$ cat src/rtl/scnn_wt_pkg.sv
// ---------------------------------------------------------------------------
// scnn_wt_pkg
// Shared definitions for the SCNN weight-stream scheduler slice.
//   DEF_WSIZE / DEF_F : default tile depth and beat width (lanes)
//   WT_W / IDX_W      : packed weight width and zero-run index width
//   wt_t / idx_t      : weight and index element types
//   sched_state_t     : scheduler FSM states
// Optional build macro used by this slice: SCNN_WT_ABS_POS_EN
// ---------------------------------------------------------------------------
package scnn_wt_pkg;

   localparam int DEF_WSIZE = 25;
   localparam int DEF_F     = 4;
   localparam int WT_W      = 16;
   localparam int IDX_W     = 8;

   typedef logic [WT_W-1:0]  wt_t;
   typedef logic [IDX_W-1:0] idx_t;

   typedef enum logic {
      IDLE   = 1'b0,
      STREAM = 1'b1
   } sched_state_t;

endpackage

$ cat src/rtl/scnn_wt_beat_slice.sv
// ---------------------------------------------------------------------------
// scnn_wt_beat_slice
// Combinational lane selector: given the held tile, the beat pointer and the
// effective non-zero count, produces the PARAM_F lanes of the current beat.
//   ptr       in  index of the tile entry carried by lane 0
//   nz_eff    in  clamped non-zero count of the held tile
//   tile_wts  in  held packed weights
//   tile_ind  in  held zero-run indices
//   pos_base  in  (SCNN_WT_ABS_POS_EN) absolute position accumulator
//   pos_next  out (SCNN_WT_ABS_POS_EN) accumulator value for the next beat
//   lane_wts  out beat weights, 0 on invalid lanes
//   lane_ind  out beat indices (raw run or absolute position), 0 on invalid
//   lane_vld  out per-lane valid
//   last      out this beat finishes the tile
// Macro SCNN_WT_ABS_POS_EN selects absolute kernel positions on lane_ind.
// ---------------------------------------------------------------------------
module scnn_wt_beat_slice
   import scnn_wt_pkg::*;
#(
   parameter int PARAM_WSIZE = DEF_WSIZE,
   parameter int PARAM_F     = DEF_F,
   parameter int PTR_W       = $clog2(PARAM_WSIZE + PARAM_F)
) (
   input  logic [PTR_W-1:0]             ptr,
   input  logic [7:0]                   nz_eff,
   input  logic [PARAM_WSIZE-1:0][15:0] tile_wts,
   input  logic [PARAM_WSIZE-1:0][7:0]  tile_ind,
`ifdef SCNN_WT_ABS_POS_EN
   input  logic [7:0]                   pos_base,
   output logic [7:0]                   pos_next,
`endif
   output logic [PARAM_F-1:0][15:0]     lane_wts,
   output logic [PARAM_F-1:0][7:0]      lane_ind,
   output logic [PARAM_F-1:0]           lane_vld,
   output logic                         last
);

   // Each lane k reads entry ptr+k through an explicit compare-select so the
   // index never runs past the tile array. With absolute positions enabled,
   // a running sum walks across the lanes: pos_j = sum(ind_0..ind_j) + j.
   always_comb begin
      logic [31:0] idx;
      wt_t         w;
      idx_t        d;
`ifdef SCNN_WT_ABS_POS_EN
      idx_t        run;
      run = pos_base;
`endif
      idx      = '0;
      w        = '0;
      d        = '0;
      lane_wts = '0;
      lane_ind = '0;
      lane_vld = '0;
      for (int k = 0; k < PARAM_F; k++) begin
         idx = 32'(ptr) + 32'(k);
         w   = '0;
         d   = '0;
         for (int i = 0; i < PARAM_WSIZE; i++) begin
            if (idx == 32'(i)) begin
               w = tile_wts[i];
               d = tile_ind[i];
            end
         end
`ifdef SCNN_WT_ABS_POS_EN
         run = run + d;
`endif
         if (idx < 32'(nz_eff)) begin
            lane_vld[k] = 1'b1;
            lane_wts[k] = w;
`ifdef SCNN_WT_ABS_POS_EN
            lane_ind[k] = run;
`else
            lane_ind[k] = d;
`endif
         end
`ifdef SCNN_WT_ABS_POS_EN
         run = run + 8'd1;
`endif
      end
`ifdef SCNN_WT_ABS_POS_EN
      pos_next = run;
`endif
   end

   // The last beat is the one whose window reaches nz_eff; nz_eff=0 makes the
   // very first beat last so an empty tile still marks its boundary.
   assign last = (32'(nz_eff) <= (32'(ptr) + 32'(PARAM_F)));

endmodule

$ cat src/rtl/scnn_wt_stream_sched.sv
// ---------------------------------------------------------------------------
// scnn_wt_stream_sched
// Captures one compressed weight tile and streams it to the PE multiplier
// array as beats of PARAM_F weight/index lanes, flagging the final beat.
//   clk, rst      rising-edge clock, synchronous active-high reset
//   load_valid    tile offered          load_ready  scheduler can capture
//   load_nz       non-zero count        load_wts    packed weights
//   load_ind      zero-run indices
//   out_valid     beat valid            out_ready   array accepts beat
//   out_wts       beat weights          out_ind     beat indices
//   out_lane_vld  per-lane valid        out_last    final beat of tile
//   busy          tile held             nz_err      sticky oversize count
// Macro SCNN_WT_ABS_POS_EN: out_ind carries absolute kernel positions.
// All outputs are decoded from registered state only, so the beat stays
// bit-stable while the array stalls and clears on the cycle after rst.
// ---------------------------------------------------------------------------
module scnn_wt_stream_sched
   import scnn_wt_pkg::*;
#(
   parameter int PARAM_WSIZE = DEF_WSIZE,
   parameter int PARAM_F     = DEF_F
) (
   input  logic                         clk,
   input  logic                         rst,
   input  logic                         load_valid,
   output logic                         load_ready,
   input  logic [7:0]                   load_nz,
   input  logic [PARAM_WSIZE-1:0][15:0] load_wts,
   input  logic [PARAM_WSIZE-1:0][7:0]  load_ind,
   output logic                         out_valid,
   input  logic                         out_ready,
   output logic [PARAM_F-1:0][15:0]     out_wts,
   output logic [PARAM_F-1:0][7:0]      out_ind,
   output logic [PARAM_F-1:0]           out_lane_vld,
   output logic                         out_last,
   output logic                         busy,
   output logic                         nz_err
);

   localparam int PTR_W = $clog2(PARAM_WSIZE + PARAM_F);

   sched_state_t                 state;
   sched_state_t                 state_nxt;
   logic                         capture;
   logic                         advance;
   logic [PTR_W-1:0]             ptr;
   logic [7:0]                   nz_eff;
   logic [PARAM_WSIZE-1:0][15:0] tile_wts;
   logic [PARAM_WSIZE-1:0][7:0]  tile_ind;
   logic [PARAM_F-1:0][15:0]     lane_wts;
   logic [PARAM_F-1:0][7:0]      lane_ind;
   logic [PARAM_F-1:0]           lane_vld;
   logic                         lane_last;
`ifdef SCNN_WT_ABS_POS_EN
   logic [7:0]                   pos_base;
   logic [7:0]                   pos_next;
`endif

   // Next-state logic: capture only from IDLE, advance the pointer on a
   // non-final handshake, fall back to IDLE on the final handshake.
   always_comb begin
      state_nxt = state;
      capture   = 1'b0;
      advance   = 1'b0;
      case (state)
         IDLE: begin
            if (load_valid) begin
               capture   = 1'b1;
               state_nxt = STREAM;
            end
         end
         STREAM: begin
            if (out_ready) begin
               if (lane_last) begin
                  state_nxt = IDLE;
               end else begin
                  advance = 1'b1;
               end
            end
         end
         default: state_nxt = IDLE;
      endcase
   end

   always_ff @(posedge clk) begin
      if (rst) begin
         state <= IDLE;
      end else begin
         state <= state_nxt;
      end
   end

   // Beat pointer, clamped count and sticky error. Clamping the count keeps
   // every later compare inside the tile even if the compressor overreports.
   always_ff @(posedge clk) begin
      if (rst) begin
         ptr    <= '0;
         nz_eff <= '0;
         nz_err <= 1'b0;
`ifdef SCNN_WT_ABS_POS_EN
         pos_base <= '0;
`endif
      end else if (capture) begin
         ptr    <= '0;
         nz_eff <= (load_nz > 8'(PARAM_WSIZE)) ? 8'(PARAM_WSIZE) : load_nz;
         if (load_nz > 8'(PARAM_WSIZE)) begin
            nz_err <= 1'b1;
         end
`ifdef SCNN_WT_ABS_POS_EN
         pos_base <= '0;
`endif
      end else if (advance) begin
         ptr <= ptr + PTR_W'(PARAM_F);
`ifdef SCNN_WT_ABS_POS_EN
         pos_base <= pos_next;
`endif
      end
   end

   // Tile storage needs no reset: it is only observed while in STREAM,
   // which is always entered through a capture.
   always_ff @(posedge clk) begin
      if (!rst && capture) begin
         tile_wts <= load_wts;
         tile_ind <= load_ind;
      end
   end

   scnn_wt_beat_slice #(
      .PARAM_WSIZE (PARAM_WSIZE),
      .PARAM_F     (PARAM_F),
      .PTR_W       (PTR_W)
   ) u_slice (
      .ptr      (ptr),
      .nz_eff   (nz_eff),
      .tile_wts (tile_wts),
      .tile_ind (tile_ind),
`ifdef SCNN_WT_ABS_POS_EN
      .pos_base (pos_base),
      .pos_next (pos_next),
`endif
      .lane_wts (lane_wts),
      .lane_ind (lane_ind),
      .lane_vld (lane_vld),
      .last     (lane_last)
   );

   assign load_ready   = (state == IDLE);
   assign busy         = (state == STREAM);
   assign out_valid    = busy;
   assign out_wts      = busy ? lane_wts : '0;
   assign out_ind      = busy ? lane_ind : '0;
   assign out_lane_vld = busy ? lane_vld : '0;
   assign out_last     = busy & lane_last;

endmodule

$ cat config.mk
export PLATFORM = sky130hd
export DESIGN_NAME = scnn_wt_stream_sched
export DESIGN_NICKNAME = d
export VERILOG_FILES = /design/src/rtl/scnn_wt_pkg.sv /design/src/rtl/scnn_wt_beat_slice.sv /design/src/rtl/scnn_wt_stream_sched.sv
export SDC_FILE = /design/constraint.sdc
export NUM_CORES = 1
export LEC_CHECK = 0
export BUFFER_PORTS_ARGS = -buffer_cell sky130_fd_sc_hd__buf_4
export CAP_MARGIN = 10
export CORE_AREA = 5 5 272 274
export DETAILED_ROUTE_END_ITERATION = 10
export DIE_AREA = 0 0 277 279
export GPL_TIMING_DRIVEN = 0
export SETUP_SLACK_MARGIN = 0.5
export SYNTH_ARGS = -nofsm -noshare
export SYNTH_HDL_FRONTEND = slang
export SYNTH_SLANG_ARGS = --single-unit
$ cat constraint.sdc
create_clock -name clk -period 91.1 [get_ports clk]
set_input_delay 18.22 -clock clk [delete_from_list [all_inputs] [get_ports clk]]
set_output_delay 18.22 -clock clk [all_outputs]
set_load 0.05 [all_outputs]
==> results.yml <==
run_status:
  status: "finished, final reports clean"
global_routing:
  grtUsageTotal_pct: 20.8
  grt_pass1_wl_mm: 119
  grt_pass1_vias: 17700
  grt_max_degree: 16
  grt-ovfl-total: 0
  antenna_found_initial: 10
layout:
  regArea_mm2: 0.0183
  final_util_pct: 46.5
  area_growth_pct: 39.7
  final_common_cell: "buf_4"
  drive_above_1_share_pct: 39.5
  nets: 2933
  multi_input_area_mm2: 0.00443
  final_cell_mix: "buf_4 (724), edfxtp_1 (600), inv_1 (113), a21oi_1 (101), clkbuf_1 (91)"
  n_fill_cell: 6368
cts:
  postCtsSetupBuffers: 0
  clock_latency_ns: 0.61
  post_cts_resized: 0
  cts_root_buf: "clkbuf_16"
  cts_htree_levels: 3
  cts-buffers-inserted: 69
  cts_buffer_depth: 3
  clkSlewWorstSetupHoldPaths_ns: 0.06
  cts_tree: "yes"
  hold_buffers: 0
  clkSinkCount: 613
logic_synthesis:
  netlist-cell-type-count: 43
  avgSynthCellArea_um2: 16.1
  ys.warnings.count: 0
  synth-seq-cells: 613
  yosys_most_used_dff: "edfxtp_1"
  synth_area_mm2: 0.0236
  synth_fp_nets: 2092
  synth_edf_count: 600
  async_reset_ff_share_pct: 0
  synth_seq_area_share_pct: 77.3
  syn_inst: 1467
die:
  dieArea_mm2: 0.0773
  die_x_um: 277
  core_mm2: 0.0711
  dieHeight_um: 279
  rows: 98
  initial_core_util_pct: 33.2
  num_io_pins: 717
drt:
  drt_iter0_drc: 1421
  drcViolationCount: 0
  dr.pass1.iters: 5
  drtAntennaViolNets: 0
  wirelength_mm: 84.5
  vias: 16900
  wl_per_cell_um: 25.5
  vias_per_cell: 5.10
place:
  portBuffers: 716
  dp_hpwl_mm: 64.5
  place.gp.congestion: 0.921
  preCtsSetupSlack_ns: 68.64
sta:
  slew_violations: 0
  tns_ns: 0
  tightest_slew_ns: 1.14
  max_freq_ghz: 0.0436
  max-slew-margin-rel_pct: 23.9
  timing.final.ws_setup_ns: 68.16
  finClkSkew_ns: 0.0295
  post-route-period-util_pct: 25.2
  rsz0062_at_grt: "no"
  finalHoldViolations: 0
  finalSetupViolCount: 0
  min_period_ns: 22.94
min_path:
  min_path_type: "flip-flop to flip-flop"
power_and_ir_drop:
  clockPowerShare_pct: 41.3
  comb_power_share_pct: 9.3
  leakagePower_nw: 12.7
  powerDensity_mw_per_mm2: 20.0
  switching_share_pct: 22.6
  p_sw_mw: 0.149
  seqPwrFrac_pct: 49.5
  ir_worst_vdd_v: 0.0000145
  internal_power_mw: 0.512
  fin_total_pwr_mw: 0.662
critical_path:
  path_max_fanout: 10
  worst_path_largest_cell_delay_ns: 0.68
  criticalPathCategory: "flip-flop to output port"
  cpMostUsedCell: "clkbuf_1"
  worstPathArrival_ns: 4.72
  worstPathCellList: "clkbuf_1 > clkbuf_1 > inv_1 > ha_1 > or2_1 > buf_2 > clkbuf_1 > a21oi_1 > a221oi_1 > nor3_1 > buf_4"
  slowest_stage: "clkbuf_1"
  crit_family: "buffers and inverters"
  crit_buf_inv: 6
  worst_setup_path_end_kind: "output port"
  cp.required_ns: 72.88
  worstSetupStartpointType: "flip-flop"
run:
  cap_violations: 0
-- cells in the mapped netlist, types with 4 or more instances --
cell	number	area share (%)
a21oi_1	101	2.1
o21ai_2	4	0.15
a211o_1	24	0.89
a221oi_2	10	0.64
inv_1	113	1.8
edfxtp_1	600	76
ha_1	13	0.69
a211oi_1	7	0.22
nor3_1	73	1.5
nand2_1	40	0.64
o21ai_0	27	0.57
clkbuf_1	76	1.2
dfxtp_1	13	1.1
nor2_1	26	0.41
a22oi_1	24	0.76
a221o_1	72	3.0
buf_2	24	0.51
o22ai_1	73	1.9
buf_6	5	0.24
buf_4	6	0.19
a221oi_1	86	3.2
a211oi_2	17	0.90
-- worst register-to-register path: cells and delay by family, from the launching register on --
kind	cells	cell delay [ns]
AO/OA/AOI/OAI	2	0.58
adder cells (fa/ha/maj)	2	0.66
buffers and inverters	3	1.38
flip-flops	1	0.54
multiplexers	1	0.25
-- layout make-up --
class,instances,share of cell area [%]
buffer,113,1.56
timing repair buffer,770,18.1
antenna,7,0.0530
clock inverter,35,1.16
sequential,613,55.3
multi-input combinational,628,13.4
inverter,113,1.28
tap,950,3.60
clock buffer,85,5.47
-- state kept, by name, summed over array words and instances, names as in the netlist --
signal    flops
busy          1
nz_err        1
ptr           3
tile_ind    200
nz_eff        8
tile_wts    400
-- per-stage QoR --
| step | std cells | instance area [um2] | hold WS, ns |
|---|---|---|---|
| finish | 3314 | 33000 | 0.473 |
| global route | 3311 | 33000 | 0.487 |
| CTS | 3307 | 33000 | 0.473 |
| detailed placement | 3187 | 30800 | 0.463 |
| global placement | 3133 | 30200 | 0.458 |
| floorplan | 1467 | 23600 | 0.435 |
-- cell families after synthesis --
family                   count (synthesis)  share of synthesized area, %
AND/OR/NAND/NOR                        155                          3.07
adder cells (fa/ha/maj)                 13                         0.688
AO/OA/AOI/OAI                          457                          14.8
multiplexers                             3                         0.127
flip-flops                             613                          77.3
buffers and inverters                  226                          3.97
-- power by group through the flow --
stage | clock (mW) | sequential [mW] | combinational (mW)
floorplan | 0 | 0.352 | 0.0256
global placement | 0 | 0.360 | 0.0577
detailed placement | 0 | 0.333 | 0.0616
CTS | 0.279 | 0.327 | 0.0618
global route | 0.290 | 0.328 | 0.0652
finish | 0.273 | 0.327 | 0.0613
-- routing by layer --
| metal | track usage [%] | vias up | routed length, um |
|---|---|---|---|
| li1 | - | 7613 | - |
| met3 | 5.76 | 152 | 7070 |
| met2 | 36.5 | 821 | 43300 |
| met4 | 7.05 | 4 | 2670 |
| met1 | 24.8 | 8318 | 31400 |
| met5 | 0 | - | 29 |
-- final timing paths --
check / to / cells past startpoint / slack (ns) / start
max reg2reg: ptr[3] / 8 / 87.59 / ptr[4]
max: out_ind[25] / 11 / 68.16 / ptr[4]
min: nz_eff[4] / 2 / 0.47 / nz_eff[4]
min reg2reg: nz_eff[4] / 2 / 0.47 / nz_eff[4]
Power figures use the tool's default switching activity.
